**src/rtl/conv3x3_channel_sched.sv**
```systemverilog
// conv3x3_channel_sched: per-channel 3x3 weight store and dot-unit sequencer that accumulates channel sums plus bias into one output pixel.
// Optional ReLU on the output register is enabled by defining CONV_RELU_EN.
module conv3x3_channel_sched #(
  parameter int SUM_WIDTH = 20,
  parameter int ACC_WIDTH = 24,
  parameter int CH_MAX    = 16,
  parameter int CH_W      = 5,
  parameter int CA_W      = 8
) (
  input  logic                 clk,
  input  logic                 rst_n,
  input  logic                 cfg_we,
  input  logic [CA_W-1:0]      cfg_addr,
  input  logic [7:0]           cfg_wdata,
  input  logic [CH_W-1:0]      num_ch,
  input  logic [ACC_WIDTH-1:0] bias,
  input  logic                 s_vld,
  output logic                 s_rdy,
  input  logic [71:0]          s_data,
  output logic                 dot_in_vld,
  output logic [71:0]          dot_data,
  output logic [71:0]          dot_weight,
  input  logic [SUM_WIDTH-1:0] dot_ans,
  output logic                 m_vld,
  input  logic                 m_rdy,
  output logic [ACC_WIDTH-1:0] m_data,
  output logic                 busy
);
  localparam int NW = CH_MAX * 9;
  typedef enum logic [1:0] {ACC, FIN, OUT} state_t;
  state_t                state_q, state_d;
  logic [7:0]            w_q [NW];
  logic [CH_W-1:0]       ch_cnt_q, ch_cnt_d, nch_q, nch_d, nch_sel;
  logic [ACC_WIDTH-1:0]  bias_q, acc_q, acc_d, acc_sum, m_data_q, m_data_d, out_val;
  logic [CA_W-1:0]       wbase;
  logic                  pend_q, first_q, accept, first_acc, last_acc, cfg_ok;
  assign s_rdy      = state_q == ACC;
  assign accept     = s_vld & s_rdy;
  assign first_acc  = ch_cnt_q == '0;
  assign dot_in_vld = accept;
  assign dot_data   = s_data;
  assign m_vld      = state_q == OUT;
  assign m_data     = m_data_q;
  assign busy       = (state_q != ACC) | (ch_cnt_q != '0) | pend_q;
  assign cfg_ok     = cfg_we & ~busy & (32'(cfg_addr) < NW);
  assign nch_sel    = (num_ch == '0) ? CH_W'(1) : (32'(num_ch) > CH_MAX) ? CH_W'(CH_MAX) : num_ch;
  assign nch_d      = (accept & first_acc) ? nch_sel : nch_q;
  assign last_acc   = accept & (ch_cnt_q == nch_d - CH_W'(1));
  assign wbase      = CA_W'(32'(ch_cnt_q) * 9);
  // The first channel of a pixel restarts the sum from the latched bias.
  assign acc_sum    = (first_q ? bias_q : acc_q) + {{(ACC_WIDTH-SUM_WIDTH){dot_ans[SUM_WIDTH-1]}}, dot_ans};
  assign acc_d      = pend_q ? acc_sum : acc_q;
`ifdef CONV_RELU_EN
  assign out_val    = acc_d[ACC_WIDTH-1] ? '0 : acc_d;
`else
  assign out_val    = acc_d;
`endif
  for (genvar k = 0; k < 9; k++) begin : g_w
    assign dot_weight[8*k +: 8] = w_q[wbase + CA_W'(k)];
  end
  always_comb begin
    state_d  = state_q;
    ch_cnt_d = ch_cnt_q;
    m_data_d = m_data_q;
    unique case (state_q)
      ACC: begin
        ch_cnt_d = accept ? (last_acc ? '0 : ch_cnt_q + CH_W'(1)) : ch_cnt_q;
        state_d  = last_acc ? FIN : ACC;
      end
      FIN: begin
        state_d  = OUT;
        m_data_d = out_val;
      end
      OUT:     state_d = m_rdy ? ACC : OUT;
      default: state_d = ACC;
    endcase
  end
  always_ff @(posedge clk or negedge rst_n) begin
    if (!rst_n) begin
      state_q  <= ACC;
      ch_cnt_q <= '0;
      nch_q    <= CH_W'(1);
      bias_q   <= '0;
      acc_q    <= '0;
      m_data_q <= '0;
      pend_q   <= 1'b0;
      first_q  <= 1'b0;
    end else begin
      state_q  <= state_d;
      ch_cnt_q <= ch_cnt_d;
      nch_q    <= nch_d;
      bias_q   <= (accept & first_acc) ? bias : bias_q;
      acc_q    <= acc_d;
      m_data_q <= m_data_d;
      pend_q   <= accept;
      first_q  <= accept & first_acc;
    end
  end
  always_ff @(posedge clk or negedge rst_n) begin
    if (!rst_n) begin
      for (int i = 0; i < NW; i++) w_q[i] <= '0;
    end else if (cfg_ok) begin
      w_q[cfg_addr] <= cfg_wdata;
    end
  end
endmodule

```
**config.mk**
```make
export PLATFORM = sky130hd
export DESIGN_NAME = conv3x3_channel_sched
export DESIGN_NICKNAME = d
export VERILOG_FILES = /design/src/rtl/conv3x3_channel_sched.sv
export SDC_FILE = /design/constraint.sdc
export NUM_CORES = 2
export LEC_CHECK = 0
export CAP_MARGIN = 0
export CORE_MARGIN = 3
export CORE_UTILIZATION = 30
export CTS_BUF_LIST = sky130_fd_sc_hd__clkbuf_16
export CTS_CLUSTER_DIAMETER = 50
export DETAILED_ROUTE_END_ITERATION = 8
export DONT_BUFFER_PORTS = 1
export SKIP_CTS_REPAIR_TIMING = 1
export SLEW_MARGIN = 40
export SYNTH_ARGS = -nofsm -noshare
export SYNTH_HDL_FRONTEND = slang
export SYNTH_SLANG_ARGS = --single-unit
```
**constraint.sdc**
```tcl
create_clock -name clk -period 8.2 [get_ports clk]
set_input_delay 2.46 -clock clk [delete_from_list [all_inputs] [get_ports clk]]
set_output_delay 2.46 -clock clk [all_outputs]
set_load 0.01 [all_outputs]
```
After elaboration in Yosys (flattened, before gate mapping)
Cells that the tools add are included.
W data, S select, Z words.
Cells by class
  add/subtract/negate cells: 11
  multiply operators: 1
  magnitude comparators: 13
  equality and inequality tests: 3
  muxes and demuxes: 39
  bitwise logic cells: 18
  reduce and logical (&&, ||, !) cells: 7
Operator list (count)
  $bwmux W1152: 1
  $bmux W8 S8: 9
  $mux W8: 19
  $ge A9 B9 Y1 const B: 10
  $not A8 Y9: 10
  $demux W8 S8: 1
  $mux W24: 2
  $add A8 B3 Y8 const B: 4
  $add A24 B24 Y24: 1
  $mux W5: 4
  $add A8 B2 Y8 const B: 2
  $logic_not A5 Y1: 2
  $lt A9 B1 Y1 const B: 1
  $add A8 B1 Y8 const B: 1
  $add A8 B4 Y8 const B: 1
  $lt A8 B8 Y1 const B: 1
  $mul A5 B4 Y8 const B: 1
  $pmux W2 S3: 1
  $add A5 B1 Y5 const B: 1
  $and A1 B1 Y1: 5
  $eq A5 B5 Y1: 1
  $gt A5 B5 Y1 const B: 1
  $reduce_bool A5 Y1: 1
  $sub A5 B1 Y5 const B: 1
  other kinds (10): 11
Storage, ports and cells
  bits in registers: 1238
  bits of input ports: 142
  word-level logic and storage cells: 244

Depth between registers and ports, before layout
  depth in word-level cells: 9
  mapped depth: 20

Least setup slack after synthesis
OpenSTA, ideal clock, no wires.
  path type: reg-to-output
  start: register ch_cnt_q[0]
  end: output port dot_weight[47]
  arrival: 4637 ps
  data required time: 5740 ps
  path slack: 1103 ps
  stages on the path, launching flop included: 19
  buffers on the path: 11
  path through: dfrtp_1 > buf_6 > buf_6 > buf_4 > buf_4 > buf_2 > buf_2 > buf_2 > inv_1 > ha_1 > buf_2 > buf_2 > clkbuf_1 > clkbuf_1 > mux4_2 > mux4_2 > mux4_2 > o211ai_1 > o21ai_1
On the way
  word-level cells in the longest chain between the ends: 6
Ends and longest elaborated chain
  start, declared: RTL line 33  | logic [CH_W-1:0] ch_cnt_q, ch_cnt_d, nch_q, nch_d, nch_sel;
  start signal, assigned: RTL line 90  | ch_cnt_q <= ch_cnt_d;
  $mul A5 B4 Y8: RTL line 49  | assign wbase = CA_W'(32'(ch_cnt_q) * 9);
  $add A8 B3 Y8: RTL line 59  | assign dot_weight[8*k +: 8] = w_q[wbase + CA_W'(k)];
  $not A8 Y9 (implied by the code): RTL line 59
  $bmux W8 S8: RTL line 59
  $mux W8 (implied by the code) (2 in a row): RTL line 59
  end, declared: RTL line 22  | output logic [71:0] dot_weight,
No other way between the ends. The select of a mux whose other input is x is not followed.

Worst setup path in the final report
  start: register ch_cnt_q[0]
  end: output port dot_weight[58]
The elaborated chain is that of the path after synthesis.

==> results.md <==
* MaxCap Viol Count at 0
* Net Sw Frac at 0.518
* Wire length per cell at between 40 and 50 µm
* CTS tree: built
* Clock sink count at 1238
* Flop pwr share at 0.148
* Critical Path Slowest Stage Cell: dfrtp_4
* Synth Cell Area at between 0.09 and 0.1 mm²
* DIE HEIGHT at 575 µm
* Max H-tree Level at 4
* Initial Util at 0.302
* Placed cell count at 10519
* CP peak stage delay at about 0.7 ns
* Final period util at 1.01
* Count of pins over their slew limit at 0
* Library cells used by synthesis at 74
* Critical Path End Type: output pin
* Avg Cell Area, Syn at between 10 and 15 µm²
* Num rows at approximately 210
* Die Wd at between 500 and 600 µm
* Seq cells post-synth at 1238
* Ys async rst share at 1.00
* PwrDens at 409 mW/mm²
* Largest net degree at the start of global routing at between 100 and 150
* Commonest cells after routing, fill and taps aside: mux4_2, dfrtp_1, mux2_2, nand2_1, buf_4
* Vias at roughly 74000
* Syn. warnings at 0
* Clk pwr share at 0.177
* Commonest non-fill, non-tap cell in the layout: mux4_2
* FMAX at approximately 0.12 GHz
* Num CTS Buffers at ~180
* Layout Skew at roughly 0.075 ns
* WP data required at roughly 5.7 ns
* Synth Net Count at between 6000 and 7000
* # nets final at 6598
* RSZ-0062 raised after global routing: no
* Hold Violations, Final at 0
* Drt initial violations at about 12000
* Clk_lat worst skew at 0.93 ns
* Synth top area cells: mux4_2, dfrtp_1, mux2_2
* Congestion Overflow GR at 0
* CP Launch Type: flip-flop
* Run status: finished with violations
* Area Growth Syn to Fin at 12.9%
* Min Tclk post-route at 8.28 ns
* Clock buffer depth at 4
* Post-synthesis sequential area ratio at 0.319
* Final GP Congestion at approximately 1.1
* Delay-heaviest family, CP: buffers and inverters
* CTS clk-pin slew, worst paths at approximately 0.060 ns
* Share of layout cells above drive strength 1 at 0.580
* Buffers and inverters on the worst path at 5
* IO buf count at 0
* Top-area cell type share of the netlist area at 0.399
* Fill cells at 30828
* Combinational share of power at 0.675
* Worst Max-Slew Pin Slew at between 1 and 1.5 ns
* LEAKAGE at roughly 44 nW
* Post-DP HPWL at about 320000 µm
* Layout Cells excl Fill at around 11000
* Final worst slack at -0.0815 ns
* Final wirelength at roughly 440000 µm
* Syn Inst Count at approximately 6600
* Setup_tns at -0.190 ns
* CP most frequent cell: buf_4
* Ys flop type: dfrtp_1
* Failing checks: negative setup slack
* Total track usage at 0.261
* Max VDD drop at around 1.2 mV
* First drt pass iteration count at 6
* CP arrival at approximately 5.8 ns
* Place WS at roughly 0.7 ns
* First-pass GRT wire length at ~600000 µm
* DRC viols at 0
* Worst path cell trace: inv_1 > ha_1 > xnor2_4 > buf_4 > buf_4 > mux4_2 > mux4_2 > mux2i_1 > o22ai_1 > buf_4 > buf_4
* Leading area contributor after synthesis: mux4_2
* Vias in the first global route at about 70000
* Vias/cell at around 7
* Internal power at around 0.022 W
* CP Max Fanout at 15
* Slew margin rel. at 0.294
* Critical path class: flip-flop to output pin
* Root Buffer: clkbuf_16
* Core area at roughly 0.32 mm²
* Total die area at between 0.3 and 0.4 mm²
* Number of synthesized flops with an enable pin at 0
* Setup-failing EPs final at 4
* I/O Pins at ~310
* Fin util at 0.341
* Antenna violations before repair at 33
* Tot Pwr at between 0.04 and 0.05 W
* P_sw at between 0.02 and 0.025 W
* DRT antenna net count at 0
* Worst Hold Class: flip-flop to flip-flop
-- registers in the layout, summed over array words and instances, names as in the netlist --
signal,count
first_q,1
acc_q,24
nch_q,5
bias_q,24
w_q,1152
ch_cnt_q,5
m_data,24
pend_q,1
state_q,2
-- metrics by stage --
stage	hold WS, ns	instance area, µm²
6_report	0.475	110000
3_5_place_dp	0.458	103000
2_1_floorplan	0.440	97200
3_3_place_gp	0.455	103000
4_1_cts	0.475	109000
5_1_grt	0.491	110000
-- metal layers --
layer / wire (µm) / global-route usage / vias to the layer above
met2: 185000 / 0.367 / 6511
met5: 145 / 0.00201 / -
li1: - / - / 26695
met4: 37800 / 0.174 / 12
met1: 155000 / 0.326 / 39721
met3: 66500 / 0.113 / 1311
-- final cells by class --
| class | count | area [µm²] | area share |
|---|---|---|---|
| Antenna cell | 23 | 57.6 | 0.000524 |
| Clock buffer | 184 | 4600 | 0.0420 |
| Clock inverter | 144 | 1330 | 0.0121 |
| Inverter | 48 | 188 | 0.00171 |
| Multi-Input combinational cell | 4581 | 63400 | 0.578 |
| Sequential cell | 1238 | 31000 | 0.282 |
| Tap cell | 4305 | 5390 | 0.0491 |
| Timing Repair Buffer | 362 | 3790 | 0.0345 |
-- synthesized netlist by cell type (4+ instances only) --
master / n
nor2_2: 102
nor2_1: 139
and3_1: 13
a21o_1: 10
o32ai_1: 6
nand4_1: 11
a211o_1: 7
and2_0: 4
mux2_2: 1217
a311oi_1: 13
a21oi_1: 126
inv_1: 42
o21ai_1: 24
ha_1: 39
nand3_1: 63
nand2_1: 412
clkbuf_1: 319
o2111ai_1: 4
nand3b_1: 4
nand2b_1: 16
nor4_1: 15
a31oi_1: 26
o211ai_1: 20
a211oi_1: 59
o221ai_1: 14
or3_1: 8
a31o_2: 4
nor2b_1: 23
mux2i_1: 185
or4_1: 8
xor2_1: 15
buf_1: 55
o21ai_0: 47
xnor2_1: 60
buf_4: 117
a41oi_1: 5
o22ai_1: 29
nor3_1: 44
dfrtp_1: 1237
a22oi_1: 16
mux4_2: 1723
buf_2: 209
buf_6: 16
and2_1: 29
-- worst reg2reg max path: cells and delay by family, from the launching register on --
kind | cells | cell delay (ns)
adder cells (fa/ha/maj) | 1 | 0.17
buffers and inverters | 2 | 0.47
flip-flops | 1 | 0.65
multiplexers | 1 | 0.43
AND/OR/NAND/NOR | 5 | 3.27
-- final timing paths --
kind	startpoint	to	slack [ns]	depth (start not counted)
setup / recovery	ch_cnt_q[0]	dot_weight[58]	-0.08	11
max in group asynchronous	rst_n	w_q[631]	4.80	4
min in group asynchronous	rst_n	w_q[717]	1.51	1
hold reg to reg	bias_q[8]	bias_q[8]	0.47	2
setup reg to reg	ch_cnt_q[0]	w_q[91]	3.09	9
hold / removal	bias_q[8]	bias_q[8]	0.47	2
-- cell families after synthesis --
kind of cell	synth area share
compound gates	0.0286
xor+xnor	0.00733
fa+ha+maj	0.00543
buf+inv	0.0379
flops	0.319
mux	0.559
simple gates	0.0432
-- power by group through the flow --
stage	Clock [W]	Sequential, W	Combinational [W]
finish	0.00793	0.00664	0.0303
CTS	0.00802	0.00663	0.0292
global placement	0	0.00672	0.0288
detailed placement	0	0.00674	0.0292
floorplan	0	0.00659	0.0169
global route	0.00828	0.00666	0.0307
Note: power is estimated with default switching activity, not from simulation.
